[src/rtl/ifetch_queue.sv]
// Instruction fetch front-end: runs the fetch PC, issues word reads over req/ack,
// and buffers returned instructions with their addresses for the IR.
module ifetch_queue #(
    parameter int DEPTH  = 4,
    parameter int ADDR_W = 16,
    parameter int DATA_W = 32
) (
    input  logic                         clk,
    input  logic                         rst_f,
    output logic                         mem_req,
    output logic [ADDR_W-1:0]            mem_addr,
    input  logic                         mem_ack,
    input  logic [DATA_W-1:0]            mem_rdata,
    output logic [DATA_W-1:0]            instr,
    output logic [ADDR_W-1:0]            instr_pc,
    output logic                         instr_valid,
    input  logic                         instr_ready,
    input  logic                         redirect,
    input  logic [ADDR_W-1:0]            redirect_addr,
    output logic [$clog2(DEPTH+1)-1:0]   fill_level
);

    // state   | meaning
    // IDLE    | no request outstanding; issue when the queue has room
    // REQ     | request at fpc outstanding; data is pushed on ack
    // DISCARD | request outstanding but redirected away; data dropped on ack

    localparam int CW = $clog2(DEPTH + 1);
    localparam int PW = $clog2(DEPTH);
    localparam logic [CW-1:0] FULL = CW'(DEPTH);

    typedef enum logic [1:0] {S_IDLE, S_REQ, S_DISCARD} state_t;

    state_t              r_state;
    logic [ADDR_W-1:0]   r_fpc;
    logic [ADDR_W-1:0]   r_mem_addr;
    logic [DATA_W-1:0]   r_data [DEPTH];
    logic [ADDR_W-1:0]   r_pc   [DEPTH];
    logic [PW-1:0]       r_wptr;
    logic [PW-1:0]       r_rptr;
    logic [CW-1:0]       r_count;

    logic                w_push;
    logic                w_pop;
    logic [CW-1:0]       w_count_next;
    logic                w_space;

    assign w_pop        = (r_count != '0) && instr_ready && !redirect;
    assign w_push       = (r_state == S_REQ) && mem_ack && !redirect;
    assign w_count_next = r_count + {{(CW-1){1'b0}}, w_push} - {{(CW-1){1'b0}}, w_pop};
    assign w_space      = (w_count_next < FULL);

    always_ff @(posedge clk) begin
        if (!rst_f) begin
            for (int i = 0; i < DEPTH; i++) begin
                r_data[i] <= '0;
                r_pc[i]   <= '0;
            end
            r_wptr  <= '0;
            r_rptr  <= '0;
            r_count <= '0;
        end else if (redirect) begin
            r_wptr  <= '0;
            r_rptr  <= '0;
            r_count <= '0;
        end else begin
            if (w_push) begin
                r_data[r_wptr] <= mem_rdata;
                r_pc[r_wptr]   <= r_fpc;
                r_wptr         <= r_wptr + PW'(1);
            end
            if (w_pop) begin
                r_rptr <= r_rptr + PW'(1);
            end
            r_count <= w_count_next;
        end
    end

    always_ff @(posedge clk) begin
        if (!rst_f) begin
            r_state    <= S_IDLE;
            r_fpc      <= '0;
            r_mem_addr <= '0;
        end else begin
            case (r_state)
                S_IDLE: begin
                    if (redirect) begin
                        r_fpc <= redirect_addr;
                    end else if (w_space) begin
                        r_state    <= S_REQ;
                        r_mem_addr <= r_fpc;
                    end
                end
                S_REQ: begin
                    if (mem_ack) begin
                        if (redirect) begin
                            r_fpc   <= redirect_addr;
                            r_state <= S_IDLE;
                        end else begin
                            r_fpc <= r_fpc + ADDR_W'(1);
                            if (w_space) begin
                                r_mem_addr <= r_fpc + ADDR_W'(1);
                            end else begin
                                r_state <= S_IDLE;
                            end
                        end
                    end else if (redirect) begin
                        // the request cannot be withdrawn, so mem_addr stays put
                        r_fpc   <= redirect_addr;
                        r_state <= S_DISCARD;
                    end
                end
                S_DISCARD: begin
                    if (redirect) begin
                        r_fpc <= redirect_addr;
                    end
                    if (mem_ack) begin
                        r_state <= S_IDLE;
                    end
                end
                default: r_state <= S_IDLE;
            endcase
        end
    end

    assign mem_req     = (r_state == S_REQ) || (r_state == S_DISCARD);
    assign mem_addr    = r_mem_addr;
    assign instr       = r_data[r_rptr];
    assign instr_pc    = r_pc[r_rptr];
    assign instr_valid = (r_count != '0);
    assign fill_level  = r_count;

endmodule
[config.mk]
export PLATFORM = sky130hd
export DESIGN_NAME = ifetch_queue
export DESIGN_NICKNAME = d
export VERILOG_FILES = /design/src/rtl/ifetch_queue.sv
export SDC_FILE = /design/constraint.sdc
export NUM_CORES = 1
export LEC_CHECK = 0
export ABC_AREA = 1
export CORE_UTILIZATION = 56
export CTS_BUF_LIST = sky130_fd_sc_hd__clkbuf_16
export CTS_CLUSTER_SIZE = 20
export DETAILED_ROUTE_END_ITERATION = 7
export PLACE_DENSITY = 0.82
export SYNTH_ARGS = -nofsm -noshare
export SYNTH_HDL_FRONTEND = slang
export SYNTH_SLANG_ARGS = --single-unit
export TNS_END_PERCENT = 10
[constraint.sdc]
create_clock -name clk -period 7.46 [get_ports clk]
set_clock_uncertainty 0.15 [all_clocks]
set_input_delay 0.746 -clock clk [delete_from_list [all_inputs] [get_ports clk]]
set_output_delay 0.746 -clock clk [all_outputs]
set_load 0.01 [all_outputs]
Yosys cells after proc, flatten, opt, wreduce, memory -nomap -nowiden
Memories as Yosys holds them, arrays and structs flattened. A register that Yosys moved wholly into a read port is not among the register bits.
Cells that the tools add are included.
- register bits after elaboration: 41
- latch bits: 0
- RAM bits: 192
- memory bits (read-only): 0
- output and inout port bits: 69
- logic and storage cells: 74
- memories: 2
- memories (name ; words ; width ; rd ports ; clocked after Yosys merged registers in ; wr ports ; line ; text):
    r_data ; 4 ; 32 ; 1 ; 1 ; 4 ; 37 ; logic [DATA_W-1:0] r_data [DEPTH];
    r_pc ; 4 ; 16 ; 1 ; 1 ; 4 ; 38 ; logic [ADDR_W-1:0] r_pc [DEPTH];
- $add $sub $neg: 5
- $mul: 0
- divide/modulo/power cells: 0
- order comparisons: 1
- equality and inequality tests: 10
- shift-type cells: 0
- multiplexer cells: 33
- bitwise logic cells: 1
- reductions and logical operators: 16
- operators by type and width (cell ; count):
    $mux 16 ; 9
    $pmux 16 s2 ; 2
    $mux 32 ; 1
    $reduce_or 32->1 ; 1
    $mux 2 ; 13
    $add 16x1->16 const B ; 1
    $reduce_or 16->1 ; 1
    $ne 2x2->1 const B ; 6
    $mux 1 ; 7
    $ne 3x3->1 const B ; 2
    $pmux 2 s3 ; 1
    $reduce_and 6->1 ; 1
    $reduce_and 5->1 ; 1
    $add 2x1->2 const B ; 2
    $logic_and 1x1->1 ; 4
    $reduce_bool 2->1 ; 2
    $reduce_or 2->1 ; 2
    $add 3x1->3 ; 1
    $lt 3x3->1 const B ; 1
    $reduce_bool 3->1 ; 1
    $sub 3x1->3 ; 1
    $eq 2x1->1 const B ; 1
    $eq 2x2->1 const B ; 1
    $logic_not 2->1 ; 1
    other kinds (3) ; 3

Longest topological paths before layout
Gate-level depths: netlist of run 1.
- word-level depth: 10
- mapped depth: 19

Worst setup path after synthesis of run 1
No wires, ideal clock.
- path type: input -> register
- start: input port redirect
- end: memory r_data[3][0], enable pin
- setup time: 0.525 ns
- arrival: 4.726 ns
- data required time: 6.785 ns
- setup slack: 2.059 ns
- stages: 4
- buffers on the path: 1
- path through: buf_2 -> nor2_1 -> inv_1 -> o31ai_1
- RTL lines (item ; line ; text):
    start, declared ; 18 ; input logic redirect,
    end, declared ; 37 ;

==> results of run 1 <==
## flip-flops by register name (all words and copies together) (netlist names), named ones only
signal	flops
r_wptr	2
r_rptr	2
r_state	2
fill_level	3
r_fpc	16
r_data	128
r_pc	64
mem_addr	16
## logic make-up after synthesis
logic type	after synthesis	share of synthesized area, %
simple gates	451	17.1
flops	235	62.5
compound gates	234	12.1
buf+inv	167	6.29
xor+xnor	12	0.991
fa+ha+maj	8	1.01
## synthesized netlist by cell type (all sizes together)
cell type / count / area (um2)
o211ai: 1 / 7.51
o22ai: 56 / 350
edfxtp: 192 / 5770
o31ai: 1 / 7.51
o21a: 1 / 7.51
nand2: 91 / 349
clkbuf: 42 / 158
xnor2: 1 / 8.76
inv: 103 / 387
a211oi: 5 / 37.5
a21oi: 41 / 205
or2: 1 / 6.26
nor3: 11 / 55.1
nand3: 8 / 45.0
a31oi: 2 / 12.5
ha: 7 / 87.6
nand4: 2 / 27.5
o21ai: 126 / 646
a221oi: 1 / 8.76
buf: 22 / 123
xor2: 11 / 96.3
nor2: 338 / 1330
dfxtp: 43 / 861
fa: 1 / 20.0
## critical path, stage by stage (launching register included)
cell             delay (ps)
dfxtp_2                 310
buf_4                   380
inv_2                   390
buf_4                   670
o21ai_0                 200
o22ai_1                 320
clkdlybuf4s50_1         610
## layout make-up
class	instances	area share, %
flip-flops and latches	235	52.1
multi-input cells	705	26.2
repair buffers	134	10.3
clock buffers	25	4.92
inverters	103	3.04
well taps	229	2.25
clock inverters	18	1.22
## metal layers
| metal | part of all wire, % | wire length [um] | vias to the layer above |
|---|---|---|---|
| li1 | - | - | 3911 |
| met1 | 39 | 10400 | 3939 |
| met5 | 0 | 0 | - |
| met3 | 9.5 | 2490 | 42 |
| met4 | 1.8 | 476 | 0 |
| met2 | 49 | 13000 | 533 |
## power groups by stage
stage	logic, W	registers [W]	clock network (W)
floorplan	0.000378	0.00163	0
global placement	0.000623	0.00163	0
detailed placement	0.000639	0.00163	0
CTS	0.000645	0.00161	0.00119
global route	0.000708	0.00162	0.00124
finish	0.000649	0.00161	0.00119
## metrics by stage
step / utilization [%] / setup WS [ps] / cells
3_5_place_dp: 65.4 / 3270 / 1406
6_report: 69.6 / 3120 / 1449
2_1_floorplan: - / 2060 / 1107
3_3_place_gp: 65.4 / 3350 / 1406
5_1_grt: 69.6 / 2990 / 1449
4_1_cts: 69.6 / 3170 / 1449
## worst max path at each step
stage / endpoint / slack (ps) / cells past startpoint
2_1_floorplan: r_data[3][0] / 2060 / 4
3_3_place_gp: mem_addr[12] / 3350 / 14
3_5_place_dp: mem_addr[6] / 3270 / 12
4_1_cts: instr_pc[5] / 3170 / 6
5_1_grt: instr_pc[3] / 2990 / 6
6_report: instr_pc[5] / 3120 / 6
==> results.ini, run 1 <==
[grt]
grt_pass1_vias = 8122
grt_pass1_wl_mm = 40.9
grt_max_degree = 98
grt_use_met3_pct = 3.51
grt_use_total_pct = 26.7
grt_overflow_total = 0
busiest_layer = met2
grt_use_met2_pct = 46.7
antenna_found_initial = 0
grt_use_met1_pct = 34.9

[setup_path]
r2r_cells = 13
crit_arrival_ps = 3440
worst-setup-path-type = reg -> out
start_kind = register
r2r_slack_ps = 4030
crit_fanout = 97
crit_path_end_kind = output pin
cp.required_ps = 6560
r2r_start = r_state[0]
reg2reg_to = mem_addr[6]

[clocking]
cts-resized-gates = 0
clockBufferDepth = 3
h-tree-depth = 1
cts-root-buf = clkbuf_16
clock_sinks = 235
numCtsBuffers = 24
cts_tree = done
post_cts.repair.setup_buffers = 0
postCtsHoldBufs = 0
clk_pin_slew_ps = 60
clock_latency_ps = 500

[synthesis]
synth-seq-cells = 235
synth_cell_types = 35
ys_seq_area_share_pct = 62.5
syn_nets = 1168
syn_area_um2 = 10600
yosys_warnings = 0
avgSynthCellArea_um2 = 9.58
syn_inst = 1107

[power]
leakagePower_nw = 4.91
power.total_w = 0.00345
pwr-share-clk_pct = 34.5
vdd_drop_max_uv = 239
p_sw_w = 0.000951
combPwrFrac_pct = 18.8
switching_share_pct = 27.6
p_seq_share_pct = 46.7
pwr_density_cell_nw_per_um2 = 271
internal-power_w = 0.00250

[finish]
area_growth_pct = 20.0
final_nets = 1264
fin_area_um2 = 12700
seqCellArea_um2 = 6630
antenna_cells = 0
final_cell_mix = nor2_1, edfxtp_1, o21ai_0
fill_cells = 1326
drive_above_1_share_pct = 7.30
final_common_cell = nor2_1
multi_input_area_um2 = 3330

[routing]
antenna_left = 0
drt_iter0_drc = 860
wire_per_inst_um = 18.2
wl_mm = 26.3
post_drt_via_cell_ratio = 5.81
drc_errors = 0
via_count = 8425
dr.pass1.iters = 6

[floorplan]
die_x_um = 140
die-area_um2 = 19500
chipHeight_um = 140
initial_core_util_pct = 58.0
core_um2 = 18300
pin_count = 122
rows = 49

[worst_hold_path]
hold_start = r_rptr[1]
holdPathStages = 2
hp-class = reg -> reg

[flow_run]
cap_viol_max_count = 0

[timing]
setup_viol = 0
fin_crit_sh_pct = 58.1
hold_violations = 0
whs_ps = 325
fmax_mhz = 231
tightest_slew_ps = 962
final.min_clock_period_ps = 4340
rsz0062_at_grt = no
drv_slew = 0
finalSetupTns_ps = 0
slew_headroom_pct = 35.8

[placed_design]
dp_hpwl_mm = 15.2
io_buffer_count = 121
place.gp.congestion = 0.928
placed_cell_area_um2 = 11900

[run_status]
status = finished, final reports clean

Note: power is estimated with default switching activity, not from simulation.
==> inputs of run 2 (changes only) <==
==> constraint.sdc (replaced) <==
create_clock -name clk -period 4.1 [get_ports clk]
set_clock_uncertainty 0.15 [all_clocks]
set_input_delay 0.41 -clock clk [delete_from_list [all_inputs] [get_ports clk]]
set_output_delay 0.41 -clock clk [all_outputs]
set_load 0.01 [all_outputs]
==> run 2 against run 1 <==
  * Register-to-register slack got worse by 3000 ps
  * Hold slack lost 9.4 ps
  * Via count down 1.4%
  * Core utilization up 0.39 points
  * Sequential power grew 81%
  * Non-clock buffer count increased by 5
  * Critical endpoint is now instr_pc[11]
  * Largest power group unchanged
  * Clock-buffer cell count rose by 1
  * Final area grew 0.56%
  * Global-route usage increased by 0.33 points
  * Critical path depth is 2 lower
==> results.ini, run 2 (synthesis results as in run 1) <==
[clocking]
clock_latency_ps = 500
postCtsHoldBufs = 0
cts-resized-gates = 0
cts-root-buf = clkbuf_16
h-tree-depth = 1
numCtsBuffers = 25
post_cts.repair.setup_buffers = 0
clockBufferDepth = 3
cts_tree = done
clk_pin_slew_ps = 60
clock_sinks = 235

[grt]
grt_max_degree = 97
grt_use_total_pct = 27.0
grt_pass1_vias = 8116
grt_overflow_total = 0
grt_pass1_wl_mm = 41.7
antenna_found_initial = 0

[routing]
wire_per_inst_um = 18.0
drc_errors = 0
antenna_left = 0
drt_iter0_drc = 798
wl_mm = 26.2
dr.pass1.iters = 5
post_drt_via_cell_ratio = 5.70
via_count = 8304

[setup_path]
crit_path_end_kind = output pin
crit_path_top_delay_cell = buf_4
path_delay_family = buffers and inverters
cp_cell_sequence = buf_4, o21ai_0, o22ai_1, clkdlybuf4s50_1
crit_buf_inv = 2
crit_fanout = 96
cp.required_ps = 3540
crit_arrival_ps = 2740
start_kind = register
slowest_delay_ps = 700
worst-setup-path-type = reg -> out

[finish]
drive_above_1_share_pct = 7.50
antenna_cells = 0
fin_area_um2 = 12800
area_growth_pct = 20.7
largest_registers = r_data: 128 flops, r_pc: 64 flops
final_common_cell = nor2_1
final_cells = 1456
largest_register = r_data
fill_cells = 1303
final_cell_mix = nor2_1, edfxtp_1, o21ai_0
largest_reg_flops = 128
final_nets = 1270

[placed_design]
place.gp.congestion = 0.979
io_buffer_count = 121
post-place-cells = 1411
placed_cell_area_um2 = 12000
dp_hpwl_mm = 15.5

[floorplan]
die_x_um = 140
initial_core_util_pct = 58.0
pin_count = 122
die-area_um2 = 19500
rows = 49
chipHeight_um = 140
core_um2 = 18300

[power]
switching_share_pct = 27.6
combPwrFrac_pct = 19.1
leakagePower_nw = 4.97
p_sw_w = 0.00173
pwr_density_cell_nw_per_um2 = 489
pwr-share-clk_pct = 34.2
p_seq_share_pct = 46.7
vdd_drop_max_uv = 310
internal-power_w = 0.00453

[timing]
tightest_slew_ps = 956
finalSetupTns_ps = 0
slew_headroom_pct = 36.3
setup_viol = 0
fmax_mhz = 303
hold_violations = 0
fin_crit_sh_pct = 80.5
rsz0062_at_grt = no
drv_slew = 0
final.min_clock_period_ps = 3300

[flow_run]
cap_viol_max_count = 0

[run_status]
status = finished, final reports clean

[worst_hold_path]
hp-class = reg -> reg

## run 2: path summary, 6_finish.rpt
check / start / end / slack, ps / depth (start not counted)
hold / removal: r_rptr[1] / r_rptr[1] / 320 / 2
setup reg to reg: r_state[1] / mem_addr[5] / 1040 / 13
hold reg to reg: r_rptr[1] / r_rptr[1] / 320 / 2
setup / recovery: register / instr_pc[11] / 800 / 4
## run 2: cell type report
cell class | instances | area (um2) | share of cell area [%]
sequential | 235 | 6630 | 51.8
multi-input combinational | 705 | 3330 | 26.0
timing repair buffer | 139 | 1380 | 10.8
clock buffer | 26 | 651 | 5.08
inverter | 103 | 387 | 3.02
tap | 229 | 287 | 2.24
clock inverter | 19 | 128 | 0.997
## run 2: routing by layer
| layer | vias to the layer above | part of all wire [%] | GRT usage (%) |
|---|---|---|---|
| li1 | 3918 | - | - |
| met1 | 3958 | 40 | 35.7 |
| met2 | 384 | 50 | 46.6 |
| met3 | 44 | 7.9 | 3.54 |
| met4 | 0 | 2.2 | 8.33 |
| met5 | - | 0 | 0 |
## run 2: stage by stage
step / hold WS [ps] / util [%] / worst slack, ps / total power [W]
after global placement: 300 / 65.8 / 778 / 0.00412
final: 315 / 70.0 / 799 / 0.00626
after floorplan: 286 / - / 350 / 0.00365
after detailed placement: 308 / 65.8 / 689 / 0.00415
after global routing: 379 / 70.0 / 650 / 0.00649
after CTS: 317 / 70.0 / 803 / 0.00627
## run 2: worst min-delay path, cell delays in order (launching register included)
cell and delay (ps):
dfxtp_1 290, inv_1 50, a21oi_1 70
## run 2: power by group through the flow
stage	logic, W	clock network [W]	registers, W
2_1_floorplan	0.000688	0	0.00296
3_3_place_gp	0.00116	0	0.00296
3_5_place_dp	0.00118	0	0.00296
4_1_cts	0.00119	0.00215	0.00292
5_1_grt	0.00131	0.00223	0.00294
6_report	0.00119	0.00214	0.00292
==> inputs of run 3 (changes only) <==
==> constraint.sdc (replaced) <==
create_clock -name clk -period 3.1 [get_ports clk]
set_clock_uncertainty 0.15 [all_clocks]
set_input_delay 0.31 -clock clk [delete_from_list [all_inputs] [get_ports clk]]
set_output_delay 0.31 -clock clk [all_outputs]
set_load 0.01 [all_outputs]
==> run 3 against run 2 <==
  * First-iteration DRC count is 0.38% higher
  * Combinational power rose by 35%
  * Final area up 1.1%
  * Final cell count grew 0.27%
  * Critical path depth increased by 1
  * Sequential share of layout area is 0.55 points lower
  * Critical path type unchanged
  * Critical endpoint unchanged
==> results.ini, run 3 (synthesis results as in run 1) <==
[run_status]
status = finished, final reports clean

[power]
power.total_w = 0.00840
vdd_drop_max_uv = 398
pwr_density_cell_nw_per_um2 = 649
leakagePower_nw = 5.01

[finish]
drive_above_1_share_pct = 8.45
final_common_cell = nor2_1
largest_register = r_data
multi_input_area_um2 = 3330
seqCellArea_um2 = 6630
largest_reg_flops = 128
largest_registers = r_data: 128 flops, r_pc: 64 flops
fill_cells = 1334
antenna_cells = 0
area_growth_pct = 21.9
final_nets = 1277
final_cells = 1460
final_cell_mix = nor2_1, edfxtp_1, o21ai_0

[placed_design]
dp_hpwl_mm = 15.4
io_buffer_count = 121
place.gp.congestion = 0.908
post-place-cells = 1419

[routing]
via_count = 8364
wl_mm = 26.0
wire_per_inst_um = 17.8
post_drt_via_cell_ratio = 5.73
drc_errors = 0
antenna_left = 0
drt_iter0_drc = 801
dr.pass1.iters = 6

[worst_hold_path]
holdPathStages = 5
hold_start = redirect_addr[10]
hp-class = in -> reg
min_to = r_fpc[10]

[clocking]
clockBufferDepth = 3
clk_pin_slew_ps = 60
numCtsBuffers = 23
cts_tree = done
cts-root-buf = clkbuf_16
postCtsHoldBufs = 0
clock_latency_ps = 500
h-tree-depth = 1
clock_sinks = 235

[timing]
drv_slew = 0
hold_violations = 0
rsz0062_at_grt = no
tightest_slew_ps = 804
finalSetupTns_ps = 0
setup_viol = 0
fmax_mhz = 355
slew_headroom_pct = 46.3
fin_crit_sh_pct = 90.8
whs_ps = 314
final.min_clock_period_ps = 2810

[floorplan]
rows = 49
core_um2 = 18300
chipHeight_um = 140
die_x_um = 140
die-area_um2 = 19500
initial_core_util_pct = 58.0
pin_count = 122

[setup_path]
cp_cell_sequence = inv_2, buf_12, o21ai_0, o22ai_1, clkdlybuf4s50_1
start_kind = register
crit_path_end_kind = output pin
reg2reg_to = r_state[0]
crit_fanout = 96
cp.required_ps = 2640
r2r_slack_ps = 320
crit_path_top_delay_cell = clkdlybuf4s50_1
slowest_delay_ps = 610
r2r_cells = 17
crit_arrival_ps = 2350
r2r_start = r_state[1]
worst-setup-path-type = reg -> out

[grt]
antenna_found_initial = 0
grt_max_degree = 97
grt_use_total_pct = 26.5
grt_pass1_wl_mm = 40.9
grt_overflow_total = 0
grt_pass1_vias = 8148

[flow_run]
cap_viol_max_count = 0

run 3: how the worst max path moves through the flow:
stage	end	from
after floorplan	r_data[0][0]	r_state[1]
after detailed placement	r_state[0]	mem_ack
after global routing	r_state[0]	r_state[1]
final	instr_pc[11]	register
after CTS	r_state[0]	r_state[1]
after global placement	r_state[0]	mem_ack
run 3: routing by layer:
metal / global-route usage (%) / vias to the layer above / routed length [um]
met5: 0 / - / 0
li1: - / 3928 / -
met2: 47.6 / 478 / 13000
met3: 3.44 / 52 / 2400
met4: 8.44 / 0 / 501
met1: 33.3 / 3906 / 10000
run 3: power breakdown:
| group | switching (W) | internal [W] |
|---|---|---|
| Sequential | 0.000178 | 0.00369 |
| Clock | 0.00115 | 0.00176 |
| Combinational | 0.000951 | 0.000664 |
| Total | 0.00228 | 0.00612 |
run 3: worst max-delay path: cells and delay by family (launching register included):
family,cells,cell delay [ps]
AOI/OAI and AO/OA,2,460
buffers and inverters,3,960
DFF,1,340
run 3: per-stage QoR:
| stage | util [%] | instance area [um2] | setup WS [ps] |
|---|---|---|---|
| 2_1_floorplan | - | 10600 | 179 |
| 3_3_place_gp | 66.4 | 12100 | 129 |
| 3_5_place_dp | 66.4 | 12100 | 32.1 |
| 4_1_cts | 70.7 | 12900 | 251 |
| 5_1_grt | 70.8 | 12900 | 47.0 |
| 6_report | 70.8 | 12900 | 286 |
run 3: layout make-up:
class                           instances  area share, %
Timing Repair Buffer                  148           11.7
Clock inverter                         17           1.62
Clock buffer                           23           4.45
Sequential cell                       235           51.2
Tap cell                              229           2.22
Inverter                              103           2.99
Multi-Input combinational cell        705           25.8
run 3: timing repair:
item                                   4_1_cts  5_1_grt
setup endpoints to repair                    0        1
endpoints found under the hold margin        0        0
buffers inserted                             0        1
resized for setup                            0        0
